`config.mk`:
```
export PLATFORM = sky130hd
export DESIGN_NAME = cache_ctrl
export DESIGN_NICKNAME = d
export VERILOG_FILES = /design/src/rtl/cache_ctrl.sv
export SDC_FILE = /design/constraint.sdc
export NUM_CORES = 1
export LEC_CHECK = 0
export BUFFER_PORTS_ARGS = -buffer_cell sky130_fd_sc_hd__buf_2
export CORE_ASPECT_RATIO = 0.6
export CORE_UTILIZATION = 55
export CTS_CLUSTER_SIZE = 40
export DETAILED_ROUTE_END_ITERATION = 12
export PLACE_DENSITY = 0.93
export SYNTH_ARGS = -nofsm -noshare
export SYNTH_HDL_FRONTEND = slang
export SYNTH_SLANG_ARGS = --single-unit
```
`constraint.sdc`:
```
create_clock -name clk_i -period 5.8 [get_ports clk_i]
set_input_delay 1.16 -clock clk_i [delete_from_list [all_inputs] [get_ports clk_i]]
set_output_delay 1.16 -clock clk_i [all_outputs]
set_load 0.05 [all_outputs]
```
`src/rtl/cache_ctrl.sv`:
```
`timescale 1ns/1ps
// cache_ctrl: sequencer for a 4-way set-associative, write-through / no-write-allocate data cache.
// Load hits complete in zero wait states; misses refill over a req/gnt/rvalid bus; victims by tree PLRU.
module cache_ctrl #(
  parameter int SET_BITS   = 4,
  parameter int TAG_BITS   = 26,
  parameter int DATA_WIDTH = 32
) (
  input  logic                  clk_i,
  input  logic                  rst_ni,
  input  logic                  cpu_req_i,
  input  logic                  cpu_we_i,
  input  logic [31:0]           cpu_addr_i,
  input  logic [DATA_WIDTH-1:0] cpu_wdata_i,
  output logic                  cpu_ready_o,
  output logic [DATA_WIDTH-1:0] cpu_rdata_o,
  input  logic                  cache_hit_i,
  input  logic [1:0]            cache_hit_way_i,
  input  logic [DATA_WIDTH-1:0] cache_rdata_i,
  input  logic [3:0]            cache_valid_i,
  output logic                  cache_wr_o,
  output logic                  cache_alloc_o,
  output logic [1:0]            cache_way_o,
  output logic [DATA_WIDTH-1:0] cache_wdata_o,
  output logic                  mem_req_o,
  output logic                  mem_we_o,
  output logic [31:0]           mem_addr_o,
  output logic [DATA_WIDTH-1:0] mem_wdata_o,
  input  logic                  mem_gnt_i,
  input  logic                  mem_rvalid_i,
  input  logic [DATA_WIDTH-1:0] mem_rdata_i
);

  localparam int SETS = 2 ** SET_BITS;
  localparam int AW   = TAG_BITS + SET_BITS + 2;

  typedef enum logic [2:0] {IDLE, RD_REQ, RD_WAIT, FILL, WR_REQ} state_e;

  state_e                  state_q, state_d;
  logic [AW-1:0]           addr_q;
  logic [DATA_WIDTH-1:0]   wdata_q;
  logic [DATA_WIDTH-1:0]   fill_q;
  logic [1:0]              victim_q;
  logic [2:0]              plru_q [SETS];

  logic [SET_BITS-1:0]     cpu_set, fill_set, touch_set;
  logic [1:0]              victim, touch_way;
  logic                    touch_en;
  logic                    idle_req, load_hit, store_hit;

  function automatic logic [1:0] plru_victim(input logic [2:0] b);
    if (b[0]) return b[2] ? 2'd3 : 2'd2;
    return b[1] ? 2'd1 : 2'd0;
  endfunction

  // Bit 0 steers between halves, bits 1/2 within each half; every touch points them away from w.
  function automatic logic [2:0] plru_touch(input logic [2:0] b, input logic [1:0] w);
    logic [2:0] r;
    r    = b;
    r[0] = ~w[1];
    if (!w[1]) r[1] = (w == 2'd0);
    else       r[2] = (w == 2'd2);
    return r;
  endfunction

  assign cpu_set   = cpu_addr_i[SET_BITS+1:2];
  assign fill_set  = addr_q[SET_BITS+1:2];
  assign idle_req  = (state_q == IDLE) && cpu_req_i;
  assign load_hit  = idle_req && !cpu_we_i && cache_hit_i;
  assign store_hit = idle_req && cpu_we_i && cache_hit_i;

  // NOTE: every variable assigned in always_comb gets a default first, otherwise a latch is inferred.
  always_comb begin
    victim = plru_victim(plru_q[cpu_set]);
    for (int w = 3; w >= 0; w--) begin
      if (!cache_valid_i[w]) victim = 2'(w);
    end
  end

  always_comb begin
    touch_en  = load_hit || store_hit || (state_q == FILL);
    touch_set = (state_q == FILL) ? fill_set : cpu_set;
    touch_way = (state_q == FILL) ? victim_q : cache_hit_way_i;
  end

  // NOTE: sequential state uses non-blocking assignments so all flops update from pre-edge values.
  always_ff @(posedge clk_i or negedge rst_ni) begin
    if (!rst_ni) state_q <= IDLE;
    else         state_q <= state_d;
  end

  always_comb begin
    state_d = state_q;
    case (state_q)
      IDLE: begin
        if (cpu_req_i) begin
          if (cpu_we_i)         state_d = WR_REQ;
          else if (!cache_hit_i) state_d = RD_REQ;
        end
      end
      RD_REQ:  if (mem_gnt_i)    state_d = RD_WAIT;
      RD_WAIT: if (mem_rvalid_i) state_d = FILL;
      FILL:                      state_d = IDLE;
      WR_REQ:  if (mem_gnt_i)    state_d = IDLE;
      default:                   state_d = IDLE;
    endcase
  end

  always_comb begin
    cpu_ready_o   = 1'b0;
    cpu_rdata_o   = '0;
    cache_wr_o    = 1'b0;
    cache_alloc_o = 1'b0;
    cache_way_o   = 2'd0;
    cache_wdata_o = '0;
    mem_req_o     = 1'b0;
    mem_we_o      = 1'b0;
    mem_addr_o    = '0;
    mem_wdata_o   = '0;
    case (state_q)
      IDLE: begin
        if (load_hit) begin
          cpu_ready_o = 1'b1;
          cpu_rdata_o = cache_rdata_i;
        end
        if (store_hit) begin
          cache_wr_o    = 1'b1;
          cache_way_o   = cache_hit_way_i;
          cache_wdata_o = cpu_wdata_i;
        end
      end
      RD_REQ: begin
        mem_req_o  = 1'b1;
        mem_addr_o = addr_q;
      end
      FILL: begin
        cache_wr_o    = 1'b1;
        cache_alloc_o = 1'b1;
        cache_way_o   = victim_q;
        cache_wdata_o = fill_q;
        cpu_ready_o   = 1'b1;
        cpu_rdata_o   = fill_q;
      end
      WR_REQ: begin
        mem_req_o   = 1'b1;
        mem_we_o    = 1'b1;
        mem_addr_o  = addr_q;
        mem_wdata_o = wdata_q;
        cpu_ready_o = mem_gnt_i;
      end
      default: ;
    endcase
  end

  // Request context is captured on acceptance so the bus sees stable values while waiting for gnt.
  always_ff @(posedge clk_i or negedge rst_ni) begin
    if (!rst_ni) begin
      addr_q   <= '0;
      wdata_q  <= '0;
      victim_q <= 2'd0;
      fill_q   <= '0;
    end else begin
      if (idle_req) begin
        addr_q   <= cpu_addr_i & ~32'd3;
        wdata_q  <= cpu_wdata_i;
        victim_q <= victim;
      end
      if (state_q == RD_WAIT && mem_rvalid_i) fill_q <= mem_rdata_i;
    end
  end

  // NOTE: the PLRU store is a small flop array, not RAM, so it is cleared by reset like any other state.
  always_ff @(posedge clk_i or negedge rst_ni) begin
    if (!rst_ni) begin
      for (int s = 0; s < SETS; s++) plru_q[s] <= 3'b000;
    end else if (touch_en) begin
      plru_q[touch_set] <= plru_touch(plru_q[touch_set], touch_way);
    end
  end

endmodule
```
## Word level (Yosys, flattened, before mapping)

Cells that the tools add are included.

- Word-level logic and storage cells: 97
- Flip-flop bits (word level): 147
- Output and inout port bits: 135
- Bits of input ports: 141

- Reduce and logical (&&, ||, !) cells: 14
- Muxes and demuxes: 46
- Magnitude comparators: 3
- Bitwise gates (word level): 3
- Equality and inequality tests: 10

Operator list:

| cell | number |
|---|---|
| $mux W32 | 4 |
| $pmux W32 S2 | 2 |
| $bwmux W48 | 1 |
| $mux W3 | 11 |
| $bmux W3 S4 | 2 |
| $mux W2 | 8 |
| $demux W3 S4 | 1 |
| $mux W1 | 12 |
| $pmux W3 S4 | 1 |
| $ge A5 B5 Y1 const B | 2 |
| $not A4 Y5 | 2 |
| $ne A2 B2 Y1 const B | 4 |
| $logic_and A1 B1 Y1 | 7 |
| $eq A3 B2 Y1 const B | 2 |
| $lt A5 B1 Y1 const B | 1 |
| $reduce_and A5 Y1 | 1 |
| $mux W4 | 1 |
| $pmux W2 S2 | 1 |
| $eq A3 B1 Y1 const B | 1 |
| $eq A3 B3 Y1 const B | 1 |
| $logic_not A3 Y1 | 1 |
| $ne A3 B3 Y1 const B | 1 |
| $pmux W1 S3 | 1 |
| $eq A2 B2 Y1 const B | 1 |
| other kinds (6) | 7 |

## Longest topological paths before layout

Gate-level depths: netlist of the first run.

- Depth after elaboration: 11
- Gate-level depth with buffers: 10

## Least setup slack after synthesis of the first run

No wires, ideal clock.

- Path kind: input to output
- Start point: input port cpu_req_i
- End point: output port cpu_ready_o
- Buffers on the path: 0
- Slack: 1.603 ns
- Data arrival time: 3.037 ns
- Data required time: 4.640 ns
- Stages: 5
- Cells stage by stage: nor4b_4 -> nand2_1 -> nor2_1 -> a21oi_1 -> o31ai_1

- Cells in the longest elaborated chain, start to end: 5

RTL lines:

| what | RTL line | text |
|---|---|---|
| start, declared | 11 | `input logic cpu_req_i,` |
| $logic_and A1 B1 Y1 | 68 | `assign idle_req = (state_q == IDLE) && cpu_req_i;` |
| $logic_and A1 B1 Y1 (2 in a row) | 69 | `assign load_hit = idle_req && !cpu_we_i && cache_hit_i;` |
| $mux W1 | 122 | `if (load_hit) begin` |
| $pmux W1 S3 | 120 | `case (state_q)` |
| end, declared | 15 | `output logic cpu_ready_o,` |

Every way passes these cells.

## Worst setup path after layout of the first run

- Start point: register state_q[0]
- End point: output port cache_wdata_o[17]

- Cells in the longest elaborated chain, start to end: 6
- Elaborated cells on any way between the ends: 7
- Those cells by class: eq/ne: 1; mux: 2; reduce/logical: 4

RTL lines:

| what | RTL line | text |
|---|---|---|
| start, declared | 39 | `state_e state_q, state_d;` |
| start signal, assigned | 89 | `else state_q <= state_d;` |
| $logic_not A3 Y1 | 68, 120 |  |
| $logic_and A1 B1 Y1 | 68 |  |
| $logic_and A1 B1 Y1 (2 in a row) | 70 | `assign store_hit = idle_req && cpu_we_i && cache_hit_i;` |
| $mux W32 | 126 | `if (store_hit) begin` |
| $pmux W32 S2 (*) | 120 |  |
| end, declared | 24 | `output logic [DATA_WIDTH-1:0] cache_wdata_o,` |

Mark *: on every way between the ends. The rest lies on a longest branch, timed or not.

==> results of run 1 <==
## registers in the layout, indices dropped and copies added, names as in the netlist
name / count
fill_q: 32
plru_q: 48
victim_q: 2
addr_q: 30
state_q: 3
wdata_q: 32
## cell usage in the layout (no fill, tap or decap), types with 4 or more instances in the layout
cell / netlist / routed
mux2i_1: 13 / 12
and2_1: 62 / 62
a21oi_1: 7 / 7
clkbuf_16: 0 / 17
nand2_1: 16 / 16
nor2_1: 18 / 17
and3_1: 5 / 5
o22ai_1: 5 / 5
mux4_2: 20 / 20
a22o_1: 67 / 67
mux2_2: 146 / 146
inv_6: 0 / 4
nand2b_1: 6 / 6
buf_2: 9 / 270
clkinv_4: 0 / 4
buf_4: 4 / 9
dfrtp_1: 147 / 147
o21ai_0: 5 / 5
## final timing paths
check / endpoint / cells after the start / slack [ps] / from
max: cache_wdata_o[17] / 5 / 1520 / state_q[0]
min: addr_q[30] / 1 / 500 / addr_q[30]
max reg2reg: plru_q[4] / 7 / 2300 / state_q[0]
min reg2reg: addr_q[30] / 1 / 500 / addr_q[30]
max in group asynchronous: plru_q[8] / 2 / 3770 / rst_ni
min in group asynchronous: fill_q[4] / 1 / 830 / rst_ni
## final cells by class
type	count	area, um^2	share of cell area (%)
Sequential cell	147	3679	37.19
Antenna cell	1	2.502	0.02530
Inverter	3	11.26	0.1139
Clock buffer	20	456.7	4.617
Multi-Input combinational cell	417	3926	39.70
Tap cell	192	240.2	2.429
Timing Repair Buffer	280	1430	14.46
Clock inverter	12	145.1	1.467
## per-stage QoR
stage | utilization [%] | instance area (um^2) | power, mW | setup WS (ps) | std cells
final | 71.72 | 9891 | 5.496 | 1523 | 1072
after global routing | 71.72 | 9891 | 5.753 | 1410 | 1072
after CTS | 71.70 | 9888 | 5.506 | 1586 | 1071
after detailed placement | 67.34 | 9286 | 4.389 | 1722 | 1039
after global placement | 67.34 | 9286 | 4.291 | 1834 | 1039
after floorplan | - | 7864 | 3.768 | 1603 | 619
## cell families (layout without fill, tap and decap cells)
logic type | Yosys count | count (layout)
compound gates | 103 | 103
xor+xnor | 1 | 1
buf+inv | 55 | 315
flops | 147 | 147
mux | 181 | 181
other cells | 1 | 3
simple gates | 130 | 130
## per-layer routing
metal / part of all wire, % / global-route usage (%) / vias to the layer above
li1: - / - / 2795
met1: 42 / 38.79 / 3123
met2: 46 / 46.88 / 372
met3: 9.9 / 8.490 / 42
met4: 2.2 / 10.46 / 0
met5: 0 / 0 / -
## power by group
group	internal (mW)	total, mW	switching, mW	leakage (nW)
clock	0.666	1.10	0.439	0.288
combinational	0.973	2.46	1.48	2.81
sequential	1.51	1.93	0.422	1.81
total	3.15	5.50	2.35	4.90
==> impl_metrics.csv, run 1 <==
group,metric,value,unit
global_route,antenna_found_initial,1,
global_route,grt_pass1_wl,32.58,mm
setup_path,crit_path_end_kind,"primary output",
synthesis,synth_seq_area_share,46.80,%
synthesis,synth_area_leader_cell,"dfrtp_1",
die,chipWidth,156.3,um
clocking,cts_hold_buf,0,
synthesis,ys_async_sr_fraction,100.0,%
synthesis,avgSynthCellArea,12.72,um^2
synthesis,synthDominantCellAreaShare,46.80,%
sta,slew_viol_final,0,
setup_path,cpMaxStageDelayCell,"inv_2",
setup_path,crit_type,"flip-flop to primary output",
placement,numPortBuffers,271,
setup_path,crit_chain,"nand3b_4, inv_2, buf_4, a22o_1, buf_2",
final_layout,fillCellCount,995,
routing,drt-total-wl,21.57,mm
sta,hold_viol,0,
sta,finalSetupViolations,0,
clocking,cts-root-buf,"clkbuf_16",
die,initial_core_util,57.00,%
sta,relSlewSlack,28.60,%
pwr,ir_worst_vdd,0.3811,mV
global_route,grt_overflow_total,0,
final_layout,layout-drive-gt1-share,55.97,%
clocking,path_clk_slew,60,ps
routing,antenna_left,0,
sta,worst_slew_pin_slew,1070,ps
synthesis,ys_warn_count,0,
synthesis,synth_edf_count,0,
synthesis,ys_top_cells_by_count,"147 x dfrtp_1, 146 x mux2_2, 67 x a22o_1",
routing,drt_first_iter_violations,530,
setup_path,cp.required,4640,ps
synthesis,synth_cell_types,53,
pwr,p_leak,4.905,nW
setup_path,crit_family,"buffers and inverters",
global_route,grt_max_degree,96,
setup_path,path_max_fanout,59,
sta,finalCritPeriodShare,73.74,%
clocking,cts_buffers,17,
sta,skew,10.40,ps
synthesis,synth_most_common_cell,"dfrtp_1",
setup_path,start_kind,"flip-flop",
routing,via_per_inst,5.907,
placement,gp_congestion,0.9674,
job,maxCapViolations,0,
routing,post-route-drc-count,0,
global_route,grt_pass1_vias,6035,
final_layout,final_nets,1007,
clocking,htree_levels,4,
clocking,clockBufferDepth,2,
pwr,p_per_area,555.6,nW/um^2
final_layout,area_delta_synth_final,25.84,%
synthesis,synthCells,618,
synthesis,synth.area.top_cells,"dfrtp_1 47%, mux2_2 21%, a22o_1 7.5%",
synthesis,synth-seq-cells,147,
die,die_area,14790,um^2
sta,fmax,0.2338,GHz
sta,finalSetupTns,0,ps
clocking,post_cts_resized,0,
die,coreArea,13790,um^2
clocking,cts_sinks,147,
placement,dp_hpwl,15.57,mm
die,io_pins,276,
synthesis,synth_fa_ha_area_share,0,%
routing,drt_pass1_iterations,5,
clocking,cts_tree,"built",
synthesis,yosys.area_share.simple,9.806,%
routing,wl_per_cell,20.12,um
clocking,post_cts_buffers,0,
synthesis,synth_mux_area_share,28.78,%
setup_path,cpPeakStageDelay,880,ps
synthesis,synth_compound_area_share,11.02,%
setup_path,path_buf_inv,3,
synthesis,synthFlopType,"dfrtp_1",
sta,grt_setup_unrepaired,"false",
synthesis,synth-xor-area-share,0.1114,%
synthesis,synth_top_family_by_area,"multiplexers",
die,die_y,94.60,um
die,placementRows,33,
sta,final_period_minus_worst_setup_slack,4277,ps
sta,whs,496.9,ps
synthesis,netlist_area,7860,um^2
routing,dr_total_vias,6332,
status,status,"complete, no violations",
global_route,grt_usage,29.46,%
setup_path,arrival,3120,ps
clocking,clock_latency,410,ps
min_path,hold_class,"flip-flop to flip-flop",
Power figures use the tool's default switching activity.
==> inputs of run 2 (changes only) <==
- CORE_UTILIZATION: 55 -> 46
- PLACE_DENSITY: 0.93 -> 0.83
- clock period: 5.8 -> 3.8 ns (I/O delays scaled with it)
==> run 2 against run 1 <==
Critical path depth did not move. Routed wire length fell by 0.18%. Flip-flop and latch count did not move. Cell count rose by 3.6%. Clock power rose by 59%. Worst setup slack got worse by 1300 ps. Non-clock buffer count rose by 4. Power rose by 53%. First-iteration DRC count fell by 23%. Highest routed layer unchanged.
==> impl_metrics.csv, run 2 (same netlist as run 1, synthesis figures left out) <==
group,metric,value,unit
die,die_y,103.3,um
setup_path,cpMaxStageDelayCell,"dfrtp_1",
sta,finalSetupViolations,0,
clocking,cts_buffers,17,
global_route,antenna_found_initial,0,
clocking,htree_levels,4,
sta,final_period_minus_worst_setup_slack,3580,ps
final_layout,top_regs,"plru_q: 48 flops, fill_q: 32 flops, wdata_q: 32 flops",
clocking,cts_hold_buf,0,
routing,drt_first_iter_violations,410,
global_route,grt_busiest_layer,"met2",
routing,drt_pass1_iterations,5,
clocking,post_cts_resized,0,
setup_path,cp.required,3040,ps
setup_path,crit_chain,"nand3b_4, inv_2, buf_12, a22o_1, buf_2",
die,coreArea,16490,um^2
routing,post-route-drc-count,0,
pwr,p_leak,4.941,nW
setup_path,path_max_fanout,41,
sta,slew_viol_final,0,
routing,drt-total-wl,21.53,mm
pwr,p_per_area,842.5,nW/um^2
global_route,grt_usage,24.89,%
setup_path,crit_path_end_kind,"primary output",
final_layout,area_delta_synth_final,27.08,%
global_route,grt_pass1_vias,6192,
global_route,grt_max_degree,69,
die,placementRows,36,
sta,fmax,0.2793,GHz
routing,via_per_inst,5.654,
setup_path,cpPeakStageDelay,660,ps
routing,dr_total_vias,6282,
clocking,cts_tree,"built",
die,die_area,17630,um^2
placement,numPortBuffers,271,
final_layout,final_nets,1011,
final_layout,layout_common_cells,"270 x buf_2, 147 x dfrtp_1, 146 x mux2_2, 67 x a22o_1, 62 x and2_1",
clocking,cts_sinks,147,
global_route,use_met2,41.16,%
routing,antenna_left,0,
sta,skew,12.18,ps
job,maxCapViolations,0,
setup_path,crit_type,"flip-flop to primary output",
die,initial_core_util,47.68,%
setup_path,start_kind,"flip-flop",
final_layout,largest_register_ffs,48,
clocking,clockBufferDepth,2,
status,status,"complete, no violations",
die,chipWidth,170.8,um
clocking,path_clk_slew,60,ps
sta,grt_setup_unrepaired,"false",
sta,finalSetupTns,0,ps
final_layout,largest_register,"plru_q",
final_layout,layout-drive-gt1-share,56.17,%
global_route,use_met1,32.75,%
final_layout,fillCellCount,1339,
clocking,clock_latency,410,ps
final_layout,antenna_cells,0,
die,io_pins,276,
routing,wl_per_cell,19.38,um
sta,whs,342.8,ps
clocking,cts-root-buf,"clkbuf_16",
global_route,grt_overflow_total,0,
setup_path,arrival,2820,ps
pwr,ir_worst_vdd,0.5552,mV
placement,gp_congestion,0.9650,
sta,hold_viol,0,
final_layout,layout_commonest_cell,"buf_2",
placement,dp_hpwl,15.40,mm
global_route,grt_pass1_wl,32.95,mm
clocking,post_cts_buffers,0,
sta,worst_slew_pin_slew,855.8,ps
global_route,met3_usage,5.251,%
sta,relSlewSlack,42.95,%
sta,finalCritPeriodShare,94.21,%
min_path,hold_class,"input port to async pin",
[run 2: worst max-delay path: cells and delay by family, from the launching register on]
family                 cells  cell delay (ps)
AO/OA/AOI/OAI              1              190
flip-flops                 1              660
AND/OR/NAND/NOR            1              330
buffers and inverters      3             1170
[run 2: per-layer routing]
metal	vias to the layer above	part of all wire (%)
li1	2803	-
met1	3169	44
met2	285	47
met3	25	7.3
met4	0	2.1
met5	-	0
[run 2: power by group]
part | total, mW | internal [mW] | switching (mW)
Clock | 1.75 | 1.06 | 0.683
Combinational | 3.78 | 1.50 | 2.28
Sequential | 2.89 | 2.31 | 0.585
Total | 8.42 | 4.87 | 3.54
[run 2: final cells by class]
type / count / area, um^2 / share of cell area [%]
flip-flops and latches: 147 / 3679 / 36.83
well taps: 228 / 285.3 / 2.856
clock inverters: 13 / 173.9 / 1.741
clock buffers: 19 / 442.9 / 4.434
multi-input cells: 417 / 3924 / 39.28
repair buffers: 284 / 1473 / 14.74
inverters: 3 / 11.26 / 0.1127
[run 2: worst paths after layout]
path	to	startpoint	slack [ps]	depth (start not counted)
worst min-delay path	plru_q[0]	rst_ni	340	1
worst max-delay path	cache_wdata_o[25]	state_q[0]	220	5
min in group clk_i	wdata_q[26]	wdata_q[26]	500	1
worst min register to register	wdata_q[26]	wdata_q[26]	500	1
worst max register to register	plru_q[17]	state_q[0]	600	7
max in group asynchronous	wdata_q[24]	rst_ni	2620	2
[run 2: metrics by stage]
stage / power [mW] / instance area (um^2) / std cells / worst slack [ps] / utilization (%)
after floorplan: 5.751 / 7864 / 619 / 402.7 / -
after global placement: 6.561 / 9371 / 1079 / 604.8 / 56.85
after detailed placement: 6.690 / 9371 / 1079 / 553.7 / 56.85
after CTS: 8.479 / 9988 / 1111 / 234.8 / 60.59
after global routing: 8.849 / 9988 / 1111 / 96.31 / 60.59
final: 8.415 / 9988 / 1111 / 219.9 / 60.59
==> inputs of run 3 (changes only) <==
- MAX_ROUTING_LAYER: not set -> met4
==> run 3 against run 2 <==
Die area did not move. Combinational power hardly changed. Power hardly changed. Maximum frequency up 0.46%. Clock-buffer cell count unchanged. Clock power barely moved. Non-clock buffer count decreased by 1. Critical endpoint is now cpu_rdata_o[15]. Largest cell class unchanged.
==> impl_metrics.csv, run 3 (same netlist as run 1, synthesis figures left out) <==
group,metric,value,unit
status,status,"complete, no violations",
final_layout,final_nets,1010,
min_path,hold_class,"input port to async pin",
clocking,path_clk_slew,60,ps
die,io_pins,276,
final_layout,multi_input_area,3924,um^2
clocking,cts_buffers,17,
final_layout,regArea,3679,um^2
routing,post-route-drc-count,0,
routing,wl_per_cell,18.93,um
setup_path,arrival,2800,ps
routing,dr_total_vias,6186,
setup_path,cp.required,3040,ps
sta,hold_viol,0,
global_route,grt_pass1_wl,32.13,mm
placement,dp_cells,1078,
final_layout,fillCellCount,1328,
clocking,post_cts_resized,0,
setup_path,rr_endpoint,"plru_q[26]",
setup_path,crit_cells,5,
sta,grt_setup_unrepaired,"false",
sta,skew,9.356,ps
routing,drt_first_iter_violations,369,
routing,drt-total-wl,21.02,mm
sta,finalSetupViolations,0,
final_layout,antenna_cells,0,
setup_path,crit_path_end_kind,"primary output",
routing,wl_met1,9.626,mm
routing,drt_pass1_iterations,5,
sta,final_period_minus_worst_setup_slack,3564,ps
clocking,cts_hold_buf,0,
pwr,p_leak,4.942,nW
clocking,cts_tree,"built",
clocking,clock_latency,400,ps
placement,gp_congestion,0.9607,
setup_path,crit_family,"buffers and inverters",
die,die_y,103.3,um
routing,via_per_inst,5.573,
final_layout,largest_register,"plru_q",
routing,top_layer,"met4",
sta,worst_slew_pin_slew,843.9,ps
sta,slew_viol_final,0,
final_layout,layout_commonest_cell,"buf_2",
setup_path,path_max_fanout,42,
pwr,ir_worst_vdd,0.5506,mV
final_layout,largest_register_ffs,48,
setup_path,cpPeakStageDelay,690,ps
final_layout,layout_common_cells,"270 x buf_2, 147 x dfrtp_1, 146 x mux2_2, 67 x a22o_1, 62 x and2_1",
setup_path,path_buf_inv,3,
setup_path,crit_type,"flip-flop to primary output",
sta,finalSetupTns,0,ps
final_layout,area_delta_synth_final,27.17,%
global_route,grt_max_degree,60,
placement,dp_hpwl,15.35,mm
setup_path,reg2regPathDepth,7,
placement,dpl_cell_area,9376,um^2
global_route,antenna_found_initial,1,
routing,antenna_left,0,
clocking,cts_sinks,147,
setup_path,start_kind,"flip-flop",
final_layout,top_regs,"plru_q: 48 flops, fill_q: 32 flops, wdata_q: 32 flops",
routing,wl_met2,9.484,mm
placement,numPortBuffers,271,
final_layout,instances_no_fill,1110,
global_route,grt_overflow_total,0,
final_layout,layout-drive-gt1-share,56.12,%
die,placementRows,36,
setup_path,cpMaxStageDelayCell,"inv_2",
sta,finalCritPeriodShare,93.78,%
setup_path,crit_chain,"nand3b_4, inv_2, buf_12, a22o_1, buf_2",
job,maxCapViolations,0,
clocking,htree_levels,4,
sta,relSlewSlack,43.74,%
clocking,cts-root-buf,"clkbuf_16",
setup_path,r2r-start,"state_q[1]",
final_layout,fin_util,60.63,%
global_route,grt_usage,24.95,%
final_layout,final_area,9996,um^2
clocking,post_cts_buffers,0,
clocking,clockBufferDepth,2,
die,initial_core_util,47.68,%
routing,wl_met3,1.455,mm
setup_path,ff2ff_setup_slack,580,ps
global_route,grt_pass1_vias,6034,
die,coreArea,16490,um^2
pwr,p_per_area,841.3,nW/um^2
die,chipWidth,170.8,um
sta,fmax,0.2806,GHz
die,die_area,17630,um^2
==> run 3: routing by layer <==
layer  global-route usage, %  up-vias
li1                        -     2793
met2                   38.49      300
met5                       -        -
met4                   7.554        0
met3                   4.795       29
met1                   33.70     3064
==> run 3: worst reg2reg max path: cells and delay by family, from the launching register on <==
| kind | cells | cell delay (ps) |
|---|---|---|
| compound gates | 3 | 910 |
| simple gates | 2 | 660 |
| buf+inv | 1 | 690 |
| flops | 1 | 630 |
| mux | 1 | 270 |
==> run 3: worst max path at each step <==
stage | from | end | slack [ps]
after floorplan | cpu_req_i | cpu_ready_o | 400
after global placement | state_q[1] | plru_q[32] | 730
after detailed placement | state_q[1] | plru_q[26] | 650
after CTS | state_q[1] | cpu_rdata_o[15] | 260
after global routing | state_q[1] | cpu_rdata_o[17] | 100
final | state_q[1] | cpu_rdata_o[15] | 240
==> run 3: layout make-up <==
class	count	area share (%)
clock buffer	19	4.431
clock inverter	13	1.765
inverter	3	0.1127
multi-input combinational	417	39.25
sequential	147	36.80
tap	228	2.854
timing repair buffer	283	14.78
==> run 3: power by group <==
part,switching (mW),internal (mW),leakage [nW]
combinational,2.29,1.50,2.83
clock,0.679,1.07,0.298
sequential,0.565,2.31,1.81
total,3.54,4.87,4.94
==> run 3: per-stage QoR <==
step,hold WS (ps),total power [mW],setup slack (ps)
floorplan,464.4,5.751,402.7
global placement,480.2,6.555,725.3
detailed placement,486.7,6.691,650.3
CTS,319.0,8.468,255.2
global route,343.7,8.848,98.38
finish,318.9,8.409,236.3
